==> config.mk <==
export PLATFORM = sky130hd
export DESIGN_NAME = board_input_conditioner_flat
export DESIGN_NICKNAME = d
export VERILOG_FILES = /design/src/rtl/board_input_conditioner_if.sv /design/src/rtl/board_input_conditioner.sv /design/src/flat_wrapper.sv
export SDC_FILE = /design/constraint.sdc
export NUM_CORES = 1
export LEC_CHECK = 0
export ABC_CLOCK_PERIOD_IN_PS = 35900
export BUFFER_PORTS_ARGS = -buffer_cell sky130_fd_sc_hd__buf_2
export CORE_ASPECT_RATIO = 1.25
export CORE_MARGIN = 2
export CORE_UTILIZATION = 50
export CTS_CLUSTER_SIZE = 10
export DETAILED_ROUTE_END_ITERATION = 8
export PLACE_DENSITY = 0.66
export SLEW_MARGIN = 20
export SYNTH_ARGS = -nofsm -noshare
export SYNTH_HDL_FRONTEND = slang
export SYNTH_SLANG_ARGS = --single-unit
export TNS_END_PERCENT = 100
==> constraint.sdc <==
create_clock -name CLOCK50 -period 35.9 [get_ports CLOCK50]
set_input_delay 7.18 -clock CLOCK50 [delete_from_list [all_inputs] [get_ports CLOCK50]]
set_output_delay 7.18 -clock CLOCK50 [all_outputs]
set_load 0.01 [all_outputs]
==> src/rtl/board_input_conditioner_if.sv <==
// rtl/board_input_conditioner_if.sv - raw board pins in, conditioned key/switch levels and pulses out
interface board_input_conditioner_if #(
  parameter int N_KEYS = 4,
  parameter int N_SW   = 10
);
  logic [N_KEYS-1:0] KEY;
  logic [N_SW-1:0]   SW;
  logic [N_KEYS-1:0] key_down;
  logic [N_KEYS-1:0] key_press;
  logic [N_KEYS-1:0] key_release;
  logic [N_SW-1:0]   sw_level;
  logic [N_SW-1:0]   sw_change;

  modport master (
    output KEY, SW,
    input  key_down, key_press, key_release, sw_level, sw_change
  );

  modport slave (
    input  KEY, SW,
    output key_down, key_press, key_release, sw_level, sw_change
  );
endinterface

==> src/rtl/board_input_conditioner.sv <==
// rtl/board_input_conditioner.sv - 2-flop sync plus per-bit debounce for KEY and SW pins
module board_input_conditioner #(
  parameter int N_KEYS          = 4,
  parameter int N_SW            = 10,
  parameter int DEBOUNCE_CYCLES = 1000000
) (
  input  logic                      CLOCK50,
  input  logic                      reset,
  board_input_conditioner_if.slave  bus
);

  // Keys occupy the low bits, switches the high bits; every bit is an identical channel.
  localparam int N  = N_KEYS + N_SW;
  localparam int CW = (DEBOUNCE_CYCLES > 1) ? $clog2(DEBOUNCE_CYCLES) : 1;
  localparam logic [CW-1:0] CNT_MAX = CW'(DEBOUNCE_CYCLES - 1);
  // Keys rest high (released, active-low pins), switches rest low.
  localparam logic [N-1:0]  RST_VAL = {{N_SW{1'b0}}, {N_KEYS{1'b1}}};

  logic [N-1:0]      raw;
  logic [N-1:0]      sync1;
  logic [N-1:0]      sync2;
  logic [N-1:0]      stable;
  logic [N-1:0]      accept;
  logic [CW-1:0]     cnt [N];

  logic [N_KEYS-1:0] key_down_r;
  logic [N_KEYS-1:0] key_press_r;
  logic [N_KEYS-1:0] key_release_r;
  logic [N_SW-1:0]   sw_change_r;

  assign raw = {bus.SW, bus.KEY};

  // Two-flop synchronizer for the asynchronous pin levels.
  always_ff @(posedge CLOCK50 or posedge reset) begin
    if (reset) begin
      sync1 <= RST_VAL;
      sync2 <= RST_VAL;
    end else begin
      sync1 <= raw;
      sync2 <= sync1;
    end
  end

  // A channel accepts its new level on the edge its mismatch run reaches the threshold.
  always_comb begin
    accept = '0;
    for (int i = 0; i < N; i++) begin
      accept[i] = (sync2[i] != stable[i]) && (cnt[i] == CNT_MAX);
    end
  end

  // Debounce counters: any return to the stable level restarts the count.
  always_ff @(posedge CLOCK50 or posedge reset) begin
    if (reset) begin
      stable <= RST_VAL;
      for (int i = 0; i < N; i++) begin
        cnt[i] <= '0;
      end
    end else begin
      for (int i = 0; i < N; i++) begin
        if (sync2[i] == stable[i]) begin
          cnt[i] <= '0;
        end else if (accept[i]) begin
          stable[i] <= sync2[i];
          cnt[i]    <= '0;
        end else begin
          cnt[i] <= cnt[i] + 1'b1;
        end
      end
    end
  end

  // Registered key level and one-cycle edge pulses, updated together with stable.
  always_ff @(posedge CLOCK50 or posedge reset) begin
    if (reset) begin
      key_down_r    <= '0;
      key_press_r   <= '0;
      key_release_r <= '0;
      sw_change_r   <= '0;
    end else begin
      key_down_r    <= (key_down_r & ~accept[N_KEYS-1:0]) |
                       (accept[N_KEYS-1:0] & ~sync2[N_KEYS-1:0]);
      key_press_r   <= accept[N_KEYS-1:0] & ~sync2[N_KEYS-1:0];
      key_release_r <= accept[N_KEYS-1:0] & sync2[N_KEYS-1:0];
      sw_change_r   <= accept[N-1:N_KEYS];
    end
  end

  assign bus.key_down    = key_down_r;
  assign bus.key_press   = key_press_r;
  assign bus.key_release = key_release_r;
  assign bus.sw_level    = stable[N-1:N_KEYS];
  assign bus.sw_change   = sw_change_r;

endmodule

==> src/flat_wrapper.sv <==
// flat-port wrapper written by rule: the top's interface ports become plain ports
module board_input_conditioner_flat 
#(
  parameter int N_KEYS          = 4,
  parameter int N_SW            = 10,
  parameter int DEBOUNCE_CYCLES = 1000000
)
  (CLOCK50, reset, bus_KEY, bus_SW, bus_key_down, bus_key_press, bus_key_release, bus_sw_level, bus_sw_change);
  board_input_conditioner_if #(.N_KEYS(N_KEYS), .N_SW(N_SW)) bus_i ();
  input  logic CLOCK50;
  input  logic reset;
  input wire logic [$bits(bus_i.KEY)-1:0] bus_KEY;
  input wire logic [$bits(bus_i.SW)-1:0] bus_SW;
  output wire logic [$bits(bus_i.key_down)-1:0] bus_key_down;
  output wire logic [$bits(bus_i.key_press)-1:0] bus_key_press;
  output wire logic [$bits(bus_i.key_release)-1:0] bus_key_release;
  output wire logic [$bits(bus_i.sw_level)-1:0] bus_sw_level;
  output wire logic [$bits(bus_i.sw_change)-1:0] bus_sw_change;
  assign bus_i.KEY = bus_KEY;
  assign bus_i.SW = bus_SW;
  assign bus_key_down = bus_i.key_down;
  assign bus_key_press = bus_i.key_press;
  assign bus_key_release = bus_i.key_release;
  assign bus_sw_level = bus_i.sw_level;
  assign bus_sw_change = bus_i.sw_change;
  board_input_conditioner #(.N_KEYS(N_KEYS), .N_SW(N_SW), .DEBOUNCE_CYCLES(DEBOUNCE_CYCLES)) u_core (.CLOCK50(CLOCK50), .reset(reset), .bus(bus_i));
endmodule
Word level (Yosys, flattened, before mapping)
Cells that the tools add are included.

word-level totals
  register bits = 344
  input bits = 16
  output and inout bits = 32
  logic and storage cells = 166

operators by class
  add/sub/neg operators = 14
  equality and inequality tests = 42
  muxes and demuxes = 28
  bitwise operators = 20
  reductions and logical operators = 28

operators by type and width
  cell                     number
  $mux W20                 28
  $add A20 B1 Y20 const B  14
  $eq A20 B20 Y1 const B   14
  $reduce_and A2 Y1        14
  $eq A1 B1 Y1             14
  $logic_and A1 B1 Y1      14
  $ne A1 B1 Y1             14
  $not A1 Y1               14
  $and A4 B4 Y4            3
  $not A4 Y4               2
  $or A4 B4 Y4             1

Depth between registers and ports, before layout
Gate-level depths: netlist of the first run.

  word-level depth = 5
  depth in mapped cells = 6
  depth with buffers taken out = 5

Least setup slack after synthesis of the first run
Ideal clock, no wire load.

  path kind = reg2out
  from = register u_core.stable[6]
  to = output bus_sw_level[2]
  data arrival time = 517 ps
  data required time = 28,720 ps
  path slack = 28,203 ps
  stages on the path, launching flop included = 2
  buffers on the path = 1
  cells stage by stage = dfrtp_1 buf_4

RTL lines
  item                              RTL line                       text
  start: declaration                board_input_conditioner.sv:22  logic [N-1:0] stable;
  start signal: indexed assignment  board_input_conditioner.sv:64  stable[i] <= sync2[i];
  end: declaration                  flat_wrapper.sv:17             output wire logic [$bits(bus_i.sw_level)-1:0] bus_sw_level;

No word-level cell between the ends.

==> impl_metrics.env, run 1 <==
export IMPL_post_route_drc_count=0
export IMPL_dr_pass1_iters=5
export IMPL_cts_setup_buffers=0
export IMPL_reg2reg_from="u_core.cnt[140]"
export IMPL_r2r_end="u_core.cnt[154]"
export IMPL_crit_end="u_core.cnt[154]"
export IMPL_ys_warn_count=0
export IMPL_clock_latency_ps=530
export IMPL_setup_viol=0
export IMPL_wl_per_cell_um=14.4
export IMPL_reg2regPathDepth=5
export IMPL_ys_ff_latch=344
export IMPL_whs_ps=347
export IMPL_layout_commonest_cell="dfrtp_1"
export IMPL_diodes=0
export IMPL_design_area_sq_um=17800
export IMPL_fin_util=0.559
export IMPL_row_count=73
export IMPL_crit_required_ps=36420
export IMPL_rsz0062_at_grt="false"
export IMPL_post_route_min_period_ps=8980
export IMPL_placed_area_sq_um=16600
export IMPL_ant_nets=0
export IMPL_stdcell_count=2085
export IMPL_criticalPathCategory="input port to asynchronous set/reset pin"
export IMPL_finClkSkew_ps=15.8
export IMPL_clock_sinks=344
export IMPL_mostFrequentLayoutCells="dfrtp_1, nor2_1, nand3_1"
export IMPL_cts_hold_buf=0
export IMPL_fin_nets=1681
export IMPL_cts_max_level=2
export IMPL_vias=11700
export IMPL_layout_drive_gt1_share=0.0915
export IMPL_grt_pass1_wl_mm=52.9
export IMPL_numCtsBuffers=40
export IMPL_dp_final_hpwl_mm=19.4
export IMPL_ys_types=48
export IMPL_path_cells="buf_2, inv_8, buf_12, buf_4"
export IMPL_top_layer="met4"
export IMPL_synth_edf_count=0
export IMPL_place_inst=2021
export IMPL_route_met3_wl_um=980
export IMPL_die_y_um=205
export IMPL_p_seq_frac=0.510
export IMPL_area_delta_synth_final_pct=10.4
export IMPL_antenna_found_initial=0
export IMPL_syn_area_per_cell_sq_um=9.94
export IMPL_routedLengthMet1_mm=13.5
export IMPL_dieWidth_um=164
export IMPL_synth_top_family_by_area="simple AND/OR/NAND/NOR gates"
export IMPL_ff2ff_setup_slack_ps=33160
export IMPL_cp_startpoint="reset"
export IMPL_p_per_area_nw_per_um2=44.0
export IMPL_synth_cells=1619
export IMPL_power_leakage_nw=7.23
export IMPL_io_buffers=47
export IMPL_cpMaxStageDelayCell="buf_4"
export IMPL_swShare=0.218
export IMPL_startpoint_type="input port"
export IMPL_async_flop_share=1.00
export IMPL_synthAdderAreaFrac=0.0109
export IMPL_p_clk_frac=0.460
export IMPL_yosysSeqAreaShare=0.536
export IMPL_tightest_slew_ps=1000
export IMPL_vias_per_cell=5.62
export IMPL_grt_max_degree=152
export IMPL_syn_nets=1649
export IMPL_grt_pass1_vias=11600
export IMPL_muxShareOfSynthArea=0.0107
export IMPL_start_util=0.506
export IMPL_synth_xor_area_share=0.0941
export IMPL_internal_power_w=0.000612
export IMPL_synthSimpleGateAreaFrac=0.242
export IMPL_max_stage_delay_ps=790
export IMPL_routed_wl_mm=30.0
export IMPL_slew_violations=0
export IMPL_fmax_mhz=111
export IMPL_p_comb_frac=0.029
export IMPL_core_area_sq_um=31800
export IMPL_netSwitchingPower_w=0.000171
export IMPL_die_area_sq_um=33700
export IMPL_cts_resized_gates=0
export IMPL_cts_tree="yes"
export IMPL_initialDrtViolationCount=668
export IMPL_gp_congestion=0.798
export IMPL_syn_area_sq_um=16100
export IMPL_met2_length_mm=14.9
export IMPL_synth_compound_area_frac=0.0737
export IMPL_grt_usage=0.185
export IMPL_ir_drop_mv=0.0432
export IMPL_tns_ps=0
export IMPL_cp_end_kind="asynchronous set/reset pin"
export IMPL_hp_class="flip-flop to flip-flop"
export IMPL_grt_ovfl_total=0
export IMPL_maxCapViolCount=0
export IMPL_cp_arrival_ps=9500
export IMPL_worst_path_max_fanout=151
export IMPL_synth_flop_cell="dfrtp_1"
export IMPL_clkTransAtPathRegs_ps=50
export IMPL_slew_headroom=0.331
export IMPL_cts_root_buf="clkbuf_16"
export IMPL_status="finished clean"
export IMPL_clockBufferDepth=3
export IMPL_finalHoldViolCount=0
export IMPL_min_period_over_period=0.250
export IMPL_ios=48
## critical path: cells and delay by family
family                 cells  cell delay, ps
buffers and inverters      4            2130
## layer usage
layer  global-route usage  vias up
met5                    0        -
met4               0.0621        0
met3               0.0310       48
met2                0.316      136
met1                0.240     5761
li1                     -     5775
## Yosys cell counts, types with 53 or more instances
cell type | n | area share
a21oi_1 | 92 | 0.029
clkbuf_1 | 54 | 0.013
dfrtp_1 | 332 | 0.52
inv_1 | 66 | 0.015
nand2_1 | 84 | 0.020
nand3_1 | 107 | 0.033
nand4_1 | 53 | 0.021
nor2_1 | 215 | 0.050
o21ai_0 | 55 | 0.017
or3_1 | 53 | 0.021
or4_1 | 74 | 0.035
xnor2_1 | 103 | 0.056
xor2_1 | 70 | 0.038
## metrics by stage
step,setup slack [ps],power (W)
4_1_cts,26730,0.000796
5_1_grt,26460,0.000815
2_1_floorplan,19200,0.000423
3_3_place_gp,26230,0.000429
6_report,26920,0.000782
3_5_place_dp,26180,0.000430
## flip-flops by register name (all words and copies together), names as in the netlist, named ones only
signal	count
u_core.stable	14
u_core.bus.key_release	4
u_core.bus.sw_change	10
u_core.sync1	14
u_core.bus.key_press	4
u_core.cnt	280
u_core.sync2	14
## cell families after synthesis
group,count (synthesis)
mux,15
simple gates,740
xor+xnor,173
fa+ha+maj,14
flops,344
compound gates,202
buf+inv,131
## worst min path at each step
stage	start	to	slack, ps	depth (start not counted)
2_1_floorplan	u_core.sync1[10]	u_core.sync2[10]	330	0
3_3_place_gp	u_core.sync1[4]	u_core.sync2[4]	330	0
3_5_place_dp	u_core.sync1[13]	u_core.sync2[13]	340	0
4_1_cts	u_core.sync1[13]	u_core.sync2[13]	350	0
5_1_grt	u_core.sync1[1]	u_core.sync2[1]	360	0
6_report	u_core.sync1[13]	u_core.sync2[13]	350	0
## cell type report
type,instances,area [sq um]
Sequential cell,344,8620
Clock buffer,64,1120
Timing Repair Buffer,55,308
Tap cell,412,515
Inverter,66,255
Multi-Input combinational cell,1144,6940
Fill cell,2790,14000
## power groups by stage
stage | registers [W] | logic [W] | clock network, W
floorplan | 0.000405 | 0.0000177 | 0
global placement | 0.000406 | 0.0000236 | 0
detailed placement | 0.000406 | 0.0000240 | 0
CTS | 0.000399 | 0.0000242 | 0.000373
global route | 0.000400 | 0.0000274 | 0.000387
finish | 0.000399 | 0.0000230 | 0.000360
Note: power is estimated with default switching activity, not from simulation.
==> run 2, diff against run 1 <==
- ABC_AREA: unset -> 1
- ABC_CLOCK_PERIOD_IN_PS: 35900 -> 7660
- PLACE_DENSITY: 0.66 -> 0.69
- clock period: 35.9 -> 7.66 ns (I/O delays scaled with it)
==> run 2 against run 1 <==
- clock skew grew 2.9 ps
- setup slack got worse by 22000 ps
- critical path depth did not move
- largest power group unchanged
==> impl_metrics.env, run 2 <==
export IMPL_maxCapViolCount=0
export IMPL_ys_warn_count=0
export IMPL_top_register="u_core.cnt"
export IMPL_post_route_drc_count=0
export IMPL_dr_pass1_iters=5
export IMPL_synth_top_area_frac=0.456
export IMPL_criticalPathCategory="input port to asynchronous set/reset pin"
export IMPL_syn_area_sq_um=18200
export IMPL_p_clk_frac=0.479
export IMPL_power_leakage_nw=9.44
export IMPL_place_inst=2949
export IMPL_stdcell_count=3020
export IMPL_p_seq_frac=0.490
export IMPL_fmax_mhz=361
export IMPL_synth_flop_cell="dfrtp_1"
export IMPL_yosysMostFrequentCell="nor2_1"
export IMPL_row_count=78
export IMPL_netSwitchingPower_w=0.000822
export IMPL_worst_path_max_fanout=51
export IMPL_start_util=0.504
export IMPL_ir_drop_mv=0.160
export IMPL_mostFrequentLayoutCells="nor2_1, nand2_1, dfrtp_1"
export IMPL_antenna_found_initial=1
export IMPL_grt_max_degree=141
export IMPL_grt_ovfl_total=0
export IMPL_hp_class="flip-flop to flip-flop"
export IMPL_p_per_area_nw_per_um2=188
export IMPL_clkTransAtPathRegs_ps=60
export IMPL_min_period_over_period=0.362
export IMPL_startpoint_type="input port"
export IMPL_initialDrtViolationCount=807
export IMPL_async_flop_share=1.00
export IMPL_cts_root_buf="clkbuf_16"
export IMPL_rsz0062_at_grt="false"
export IMPL_layout_commonest_cell="nor2_1"
export IMPL_core_area_sq_um=36100
export IMPL_vias_per_cell=5.06
export IMPL_fin_nets=2542
export IMPL_synth_edf_count=0
export IMPL_status="finished clean"
export IMPL_cts_tree="yes"
export IMPL_tns_ps=0
export IMPL_cp_arrival_ps=3380
export IMPL_die_area_sq_um=38000
export IMPL_cts_resized_gates=0
export IMPL_clockBufferDepth=3
export IMPL_layout_drive_gt1_share=0.0638
export IMPL_grt_pass1_wl_mm=66.6
export IMPL_post_route_min_period_ps=2770
export IMPL_p_comb_frac=0.031
export IMPL_die_y_um=217
export IMPL_swShare=0.216
export IMPL_power_w=0.00380
export IMPL_cts_setup_buffers=0
export IMPL_largest_reg_flops=280
export IMPL_cp_startpoint="reset"
export IMPL_routed_wl_mm=37.6
export IMPL_grt_usage=0.204
export IMPL_grt_pass1_vias=15000
export IMPL_slew_violations=0
export IMPL_dieWidth_um=175
export IMPL_ant_nets=0
export IMPL_whs_ps=345
export IMPL_area_delta_synth_final_pct=11.0
export IMPL_ios=48
export IMPL_vias=15300
export IMPL_numCtsBuffers=41
export IMPL_synth_top_cells_by_area="dfrtp_1, nor2_1, nand2_1, nand3_1, inv_1"
export IMPL_finalHoldViolCount=0
export IMPL_ys_types=31
export IMPL_synth_cells=2440
export IMPL_finClkSkew_ps=18.7
export IMPL_yosysTopAreaCell="dfrtp_1"
export IMPL_wl_per_cell_um=12.4
export IMPL_dp_final_hpwl_mm=27.1
export IMPL_cts_max_level=2
export IMPL_syn_nets=2470
export IMPL_slew_headroom=0.501
export IMPL_gp_congestion=0.887
export IMPL_io_buffers=47
export IMPL_holdCritStartpoint="u_core.sync1[5]"
export IMPL_cts_hold_buf=0
export IMPL_internal_power_w=0.00298
export IMPL_syn_area_per_cell_sq_um=7.46
export IMPL_crit_required_ps=8270
export IMPL_yosysSeqAreaShare=0.474
export IMPL_tightest_slew_ps=748
export IMPL_synth_common_cells="nor2_1, nand2_1, dfrtp_1"
export IMPL_clock_sinks=344
export IMPL_setup_viol=0
export IMPL_cp_end_kind="asynchronous set/reset pin"
export IMPL_ys_ff_latch=344
export IMPL_reg2reg_from="u_core.sync2[3]"
export IMPL_clock_latency_ps=530
export IMPL_diodes=0
## run 2: cell type report
| type | instances | area, sq um |
|---|---|---|
| Tap cell | 480 | 601 |
| Timing Repair Buffer | 51 | 282 |
| Sequential cell | 344 | 8620 |
| Inverter | 295 | 1110 |
| Multi-Input combinational cell | 1779 | 8340 |
| Clock buffer | 69 | 1210 |
| Fill cell | 3449 | 15900 |
| Clock inverter | 2 | 38.8 |
## run 2: cell families after synthesis
kind of cell,after synthesis,synth area share
and+or+nand+nor,1525,0.351
adders and majority gates,14,0.00962
DFF,344,0.474
xor gates and xnor gates,137,0.0659
buffers and inverters,317,0.0686
AOI/OAI and AO/OA,103,0.0318
## run 2: layer usage
| metal | global-route usage | part of all wire | up-vias |
|---|---|---|---|
| met4 | 0.0653 | 0.022 | 0 |
| met3 | 0.0299 | 0.032 | 65 |
| li1 | - | - | 7813 |
| met1 | 0.260 | 0.45 | 7141 |
| met5 | 0 | 0 | - |
| met2 | 0.358 | 0.50 | 274 |
## run 2: power groups by stage
stage / sequential (W) / combinational, W / clock, W
finish: 0.00186 / 0.000118 / 0.00182
detailed placement: 0.00190 / 0.000122 / 0
global placement: 0.00189 / 0.000118 / 0
CTS: 0.00186 / 0.000123 / 0.00189
floorplan: 0.00189 / 0.0000905 / 0
global route: 0.00187 / 0.000141 / 0.00197
## run 2: through the flow
stage	setup WS [ps]	util	cell area [sq um]
2_1_floorplan	1540	-	18200
5_1_grt	4510	0.560	20200
6_report	4890	0.560	20200
3_5_place_dp	4190	0.525	19000
4_1_cts	4750	0.560	20200
3_3_place_gp	4230	0.525	19000
## run 2: worst paths after layout
check / to / slack, ps / cells past startpoint
max: u_core.cnt[11] / 4890 / 4
min: u_core.sync2[5] / 350 / 0
max reg2reg: flip-flop / 5840 / 9
min reg2reg: u_core.sync2[5] / 350 / 0
max in group CLOCK50: bus_sw_level[0] / 5050 / 1
min in group asynchronous: u_core.cnt[208] / 1100 / 2
## run 2: worst max-delay path: stages
cell and delay [ps]:
buf_2 110, clkinvlp_4 450, buf_4 620, buf_4 610
